$ cat src/rtl/attack_map_gather.sv
// rtl/attack_map_gather.sv - gathers 128 per-square attack results into maps, check flags and castling safety
// Optional: ATTACK_MAP_CASTLE_EN enables castle_safe; otherwise it is tied to zero.
`ifndef EMPTY_POSN
`define EMPTY_POSN 4'd0
`endif
`ifndef WHITE_KING
`define WHITE_KING 4'd6
`endif
`ifndef BLACK_KING
`define BLACK_KING 4'd14
`endif

module attack_map_gather #(
    parameter int PIECE_WIDTH = 4,
    parameter int SIDE_WIDTH  = PIECE_WIDTH * 8,
    parameter int BOARD_WIDTH = SIDE_WIDTH * 8,
    parameter int TIMEOUT     = 64
) (
    input  logic                   clk,
    input  logic                   reset,
    input  logic [BOARD_WIDTH-1:0] board,
    input  logic                   board_valid,
    input  logic [63:0]            w_attacked,
    input  logic [63:0]            w_attacked_valid,
    input  logic [63:0]            b_attacked,
    input  logic [63:0]            b_attacked_valid,
    output logic [63:0]            white_map,
    output logic [63:0]            black_map,
    output logic                   white_in_check,
    output logic                   black_in_check,
    output logic [3:0]             castle_safe,
    output logic                   king_error,
    output logic                   timeout_error,
    output logic                   busy,
    output logic                   result_valid
);
    localparam int CW = $clog2(TIMEOUT + 1);

    typedef enum logic [1:0] {IDLE, SCAN, COLLECT, EVAL} state_t;

    state_t                 state, state_nx;
    logic [BOARD_WIDTH-1:0] board_q;
    logic [63:0]            w_acc_v, b_acc_v, w_acc_d, b_acc_d;
    logic [63:0]            w_v_nx, b_v_nx;
    logic [CW-1:0]          count;
    logic                   timeout_pend;
    logic [5:0]             wk_idx, bk_idx, wk_idx_nx, bk_idx_nx;
    logic                   wking_ok, bking_ok;
    logic [6:0]             wk_cnt, bk_cnt;
    logic                   all_in;

    always_comb begin
        wk_idx_nx = '0;
        bk_idx_nx = '0;
        wk_cnt    = '0;
        bk_cnt    = '0;
        for (int n = 0; n < 64; n++) begin
            if (board_q[(n / 8) * SIDE_WIDTH + (n % 8) * PIECE_WIDTH +: PIECE_WIDTH] == PIECE_WIDTH'(`WHITE_KING)) begin
                wk_idx_nx = 6'(n);
                wk_cnt    = wk_cnt + 7'd1;
            end
            if (board_q[(n / 8) * SIDE_WIDTH + (n % 8) * PIECE_WIDTH +: PIECE_WIDTH] == PIECE_WIDTH'(`BLACK_KING)) begin
                bk_idx_nx = 6'(n);
                bk_cnt    = bk_cnt + 7'd1;
            end
        end
    end

    // Completion includes squares arriving this very cycle.
    assign w_v_nx = w_acc_v | w_attacked_valid;
    assign b_v_nx = b_acc_v | b_attacked_valid;
    assign all_in = (&w_v_nx) & (&b_v_nx);
    assign busy   = (state != IDLE);

    always_comb begin
        state_nx = state;
        case (state)
            IDLE:    if (board_valid) state_nx = SCAN;
            SCAN:    state_nx = all_in ? EVAL : COLLECT;
            COLLECT: if (all_in || count == CW'(1)) state_nx = EVAL;
            EVAL:    state_nx = IDLE;
            default: state_nx = IDLE;
        endcase
    end

    always_ff @(posedge clk) begin
        if (reset) begin
            state          <= IDLE;
            board_q        <= '0;
            w_acc_v        <= '0;
            b_acc_v        <= '0;
            w_acc_d        <= '0;
            b_acc_d        <= '0;
            count          <= '0;
            timeout_pend   <= 1'b0;
            wk_idx         <= '0;
            bk_idx         <= '0;
            wking_ok       <= 1'b0;
            bking_ok       <= 1'b0;
            white_map      <= '0;
            black_map      <= '0;
            white_in_check <= 1'b0;
            black_in_check <= 1'b0;
            king_error     <= 1'b0;
            timeout_error  <= 1'b0;
            result_valid   <= 1'b0;
        end else begin
            state        <= state_nx;
            result_valid <= 1'b0;
            case (state)
                IDLE: if (board_valid) begin
                    board_q      <= board;
                    w_acc_v      <= '0;
                    b_acc_v      <= '0;
                    w_acc_d      <= '0;
                    b_acc_d      <= '0;
                    count        <= CW'(TIMEOUT);
                    timeout_pend <= 1'b0;
                end
                SCAN, COLLECT: begin
                    // First valid wins: only squares not yet captured take a value.
                    w_acc_v <= w_v_nx;
                    b_acc_v <= b_v_nx;
                    w_acc_d <= w_acc_d | (w_attacked & w_attacked_valid & ~w_acc_v);
                    b_acc_d <= b_acc_d | (b_attacked & b_attacked_valid & ~b_acc_v);
                    if (state == SCAN) begin
                        wk_idx   <= wk_idx_nx;
                        bk_idx   <= bk_idx_nx;
                        wking_ok <= (wk_cnt == 7'd1);
                        bking_ok <= (bk_cnt == 7'd1);
                    end else begin
                        count <= count - CW'(1);
                        if (!all_in && count == CW'(1)) timeout_pend <= 1'b1;
                    end
                end
                EVAL: begin
                    white_map      <= w_acc_d;
                    black_map      <= b_acc_d;
                    white_in_check <= wking_ok & b_acc_d[wk_idx];
                    black_in_check <= bking_ok & w_acc_d[bk_idx];
                    king_error     <= ~wking_ok | ~bking_ok;
                    timeout_error  <= timeout_pend;
                    result_valid   <= 1'b1;
                end
                default: ;
            endcase
        end
    end

`ifdef ATTACK_MAP_CASTLE_EN
    always_ff @(posedge clk) begin
        if (reset) begin
            castle_safe <= '0;
        end else if (state == EVAL) begin
            castle_safe <= {~|w_acc_d[60:58], ~|w_acc_d[62:60], ~|b_acc_d[4:2], ~|b_acc_d[6:4]};
        end
    end
`else
    assign castle_safe = 4'b0000;
`endif

endmodule
$ cat config.mk
export PLATFORM = sky130hd
export DESIGN_NAME = attack_map_gather
export DESIGN_NICKNAME = d
export VERILOG_FILES = /design/src/rtl/attack_map_gather.sv
export SDC_FILE = /design/constraint.sdc
export NUM_CORES = 2
export LEC_CHECK = 0
export BUFFER_PORTS_ARGS = -buffer_cell sky130_fd_sc_hd__buf_2
export CAP_MARGIN = 20
export CORE_MARGIN = 2
export CORE_UTILIZATION = 55
export CTS_BUF_LIST = sky130_fd_sc_hd__clkbuf_2
export CTS_CLUSTER_DIAMETER = 50
export DETAILED_ROUTE_END_ITERATION = 10
export PLACE_DENSITY = 0.77
export SLEW_MARGIN = 10
export SYNTH_ARGS = -nofsm -noshare
export SYNTH_HDL_FRONTEND = slang
export SYNTH_SLANG_ARGS = --single-unit
$ cat constraint.sdc
create_clock -name clk -period 47.4 [get_ports clk]
set_input_delay 4.74 -clock clk [delete_from_list [all_inputs] [get_ports clk]]
set_output_delay 4.74 -clock clk [all_outputs]
set_load 0.005 [all_outputs]
==> impl_metrics.py <==
metrics = {
    "routing": {
        "drtIter0Drc": 3508,
        "drc": 0,
        "routed_wl_um": 146000,
        "ant_nets": 0,
        "vias_per_cell": 5.85,
        "vias": 44200,
        "first_pass_iters": 5,
        "wl_per_cell_um": 19.4,
    },
    "synthesis": {
        "yosys.area.top_type": "dfxtp_1",
        "synth_area_per_cell_sq_um": 7.86,
        "ys_warn_count": 0,
        "synth_area_sq_um": 44900,
        "synthTopCellsByArea": "dfxtp_1, nand2_1, xnor2_1",
        "synthAdderAreaFrac_pct": 3.73,
        "synthCells": 5709,
        "synthArstFlopShare_pct": 0,
        "synth-compound-area-share_pct": 17.0,
        "synthMuxAreaShare_pct": 6.18,
        "synth-seq-cells": 669,
        "yosysSeqAreaShare_pct": 29.9,
        "synth_edf_count": 0,
        "yosys.area_share.simple_pct": 23.3,
        "synth_top_family_by_area": "simple AND/OR/NAND/NOR gates",
        "ys.flop_type": "dfxtp_1",
        "synth_top_cell_area_share_pct": 29.9,
        "synth_cell_type_count": 107,
        "synth_xor_xnor_area_share_pct": 15.8,
    },
    "min_path": {
        "hold_path_class": "reg2reg",
        "hold_path_startpoint": "board_q[150]",
        "min_path_cells": 2,
        "hold_end": "board_q[150]",
    },
    "clocking": {
        "cts-hold-fix-buffers": 0,
        "cts_sinks": 669,
        "htreeDepth": 4,
        "clockBufferDepth": 3,
        "clock_latency_ps": 1460,
        "post_cts_resized": 0,
        "cts_root_buffer": "clkbuf_2",
        "cts_buffers": 167,
        "cts_tree": "built",
        "path_clk_slew_ps": 100,
        "post_cts_buffers": 0,
    },
    "placed_design": {
        "portBuffers": 648,
        "place_area_sq_um": 48900,
        "gp_congestion": 0.966,
        "dpl.hpwl_um": 114000,
    },
    "timing": {
        "max_slew_margin_pct": 20.9,
        "fin_setup_tns_ps": 0,
        "maxSlewViolCount": 0,
        "layout_min_cycle_time_ps": 38380,
        "setup_viol": 0,
        "rsz0062_at_grt": "false",
        "worstMarginPinSlew_ps": 1180,
        "hold_violations": 0,
        "skew_ps": 111,
        "min_period_over_period_pct": 81.0,
        "fmax_ghz": 0.0261,
    },
    "layout": {
        "nets": 6976,
        "fillers": 7323,
        "area_growth_pct": 12.8,
        "design_area_sq_um": 50600,
        "drive_above_1_share_pct": 17.8,
    },
    "worst_setup_path": {
        "r2r-start": "board_q[6]",
        "reg2reg_setup_slack_ps": 9020,
        "rr_endpoint": "wking_ok",
        "critical-path-max-stage-delay_ps": 530,
        "cp_slowest_cell": "nor4bb_1",
        "rr_worst_depth": 203,
        "critPathArrivalTime_ps": 39750,
        "cp-end-kind": "flip-flop",
        "crit_type": "reg2reg",
        "cpMostUsedCell": "ha_1",
        "critPathMaxFanout": 7,
        "cp.required_ps": 48770,
        "cp-start-kind": "flip-flop",
    },
    "global_routing": {
        "grt_pass1_wl_um": 222000,
        "grt_pass1_vias": 41200,
        "grt_overflow": 0,
        "antenna_found_initial": 51,
        "grt_max_degree": 218,
        "grt_util_all_layers_pct": 33.6,
    },
    "die": {
        "die_h_um": 290,
        "dieArea_sq_um": 83900,
        "rows": 104,
        "design.core.area_sq_um": 80700,
        "start_util_pct": 55.6,
        "io_pins": 653,
        "die_x_um": 290,
    },
    "power": {
        "vdd_drop_max_v": 0.0000638,
        "power_density_nw_per_um2": 39.6,
        "p_leak_nw": 20.8,
    },
    "flow_run": {
        "maxCapViolCount": 0,
    },
    "run_status": {
        "status": "finished clean",
    },
}
==> worst max path at each step <==
stage / from / endpoint / slack [ps]
6_report: board_q[6] / wking_ok / 9020
2_1_floorplan: board_q[6] / wking_ok / 12650
3_5_place_dp: board_q[6] / wking_ok / 9280
3_3_place_gp: board_q[6] / wking_ok / 10740
5_1_grt: board_q[6] / wking_ok / 6050
4_1_cts: board_q[6] / wking_ok / 9260
==> cells in the mapped netlist (all sizes together), types with 14 or more instances <==
| cell type | count |
|---|---|
| mux4 | 42 |
| nand2b | 31 |
| nor3b | 28 |
| a211oi | 31 |
| nor2b | 14 |
| o21a | 19 |
| ha | 133 |
| a21o | 17 |
| a41oi | 141 |
| mux2 | 19 |
| and3 | 18 |
| xnor3 | 56 |
| inv | 228 |
| nand3 | 104 |
| o22ai | 72 |
| or3 | 65 |
| nor4 | 29 |
| and2 | 48 |
| o22a | 14 |
| dfxtp | 669 |
| and4b | 25 |
| a31oi | 43 |
| nand2 | 965 |
| xnor2 | 418 |
| nand4 | 40 |
| o211ai | 25 |
| xor2 | 171 |
| nand4b | 28 |
| o31ai | 29 |
| a21oi | 555 |
| or2 | 19 |
| nor3 | 157 |
| mux2i | 161 |
| o21ai | 155 |
| nor2 | 712 |
| clkbuf | 221 |
| buf | 27 |
==> placed cells by master (no fill, tap or decap), types with 37 or more instances in the layout <==
cell        n
ha_1      132
and2_1     46
mux4_2     42
buf_2     649
xnor2_1   386
nor3_1    154
buf_4      39
nand2_1   962
a21oi_1   555
inv_1     228
nand3_1   103
o22ai_1    72
xnor3_1    37
o21ai_0   145
or3_1      62
a31oi_1    42
clkbuf_2  243
xor2_1    154
nand4_1    40
diode_2    40
dfxtp_1   668
mux2i_1   161
a41oi_1   140
nor2_1    710
==> critical path: cells and delay by family, from the launching register on <==
| family | cells | cell delay (ps) |
|---|---|---|
| compound gates | 50 | 8200 |
| fa+ha+maj | 62 | 17970 |
| simple gates | 65 | 7600 |
| buf+inv | 14 | 1030 |
| mux | 11 | 3040 |
| flops | 1 | 360 |
| xor+xnor | 1 | 140 |
==> cell families after synthesis <==
group | Yosys count
simple gates | 2335
buf+inv | 476
flops | 669
fa+ha+maj | 134
xor+xnor | 651
other cells | 1
mux | 222
compound gates | 1221
==> registers in the layout (all words and copies together), names as in the netlist <==
name / count
b_acc_d: 64
w_acc_d: 64
white_in_check: 1
bk_idx: 6
timeout_pend: 1
count: 7
w_acc_v: 64
wk_idx: 6
wking_ok: 1
board_q: 256
black_map: 64
white_map: 64
b_acc_v: 64
king_error: 1
state: 2
black_in_check: 1
timeout_error: 1
bking_ok: 1
result_valid: 1
==> where the power goes <==
| group | switching, mW | internal [mW] |
|---|---|---|
| combinational | 0.494 | 0.315 |
| clock | 0.253 | 0.157 |
| sequential | 0.114 | 0.669 |
| total | 0.861 | 1.14 |
==> through the flow <==
step	total power, mW	worst slack, ps	hold WS [ps]	std cells	util (%)
floorplan	1.36	12650	436	5712	-
global placement	1.56	10740	442	7213	60.6
detailed placement	1.59	9280	447	7213	60.6
CTS	2.00	9260	460	7503	62.5
global route	2.14	6050	480	7537	62.7
finish	2.00	9020	460	7549	62.7
==> area by class of cell <==
class                      instances  area, sq um  share of cell area [%]
inverter                         228          856                    1.69
tap                             1060         1330                    2.62
clock inverter                    48          329                   0.651
timing repair buffer             695         3640                    7.19
clock buffer                     242         1210                    2.39
antenna                           40          100                   0.198
multi-input combinational       4567        29700                    58.8
sequential                       669        13400                    26.5
==> layer usage <==
metal  vias to the layer above  global-route usage [%]  part of all wire, %
met2                      1570                    56.0                   47
met3                       417                    8.37                  7.2
met5                         -                       0                 0.14
met4                        34                    19.6                  5.6
met1                     20800                    39.1                   40
li1                      21400                       -                    -
Power figures use the tool's default switching activity.
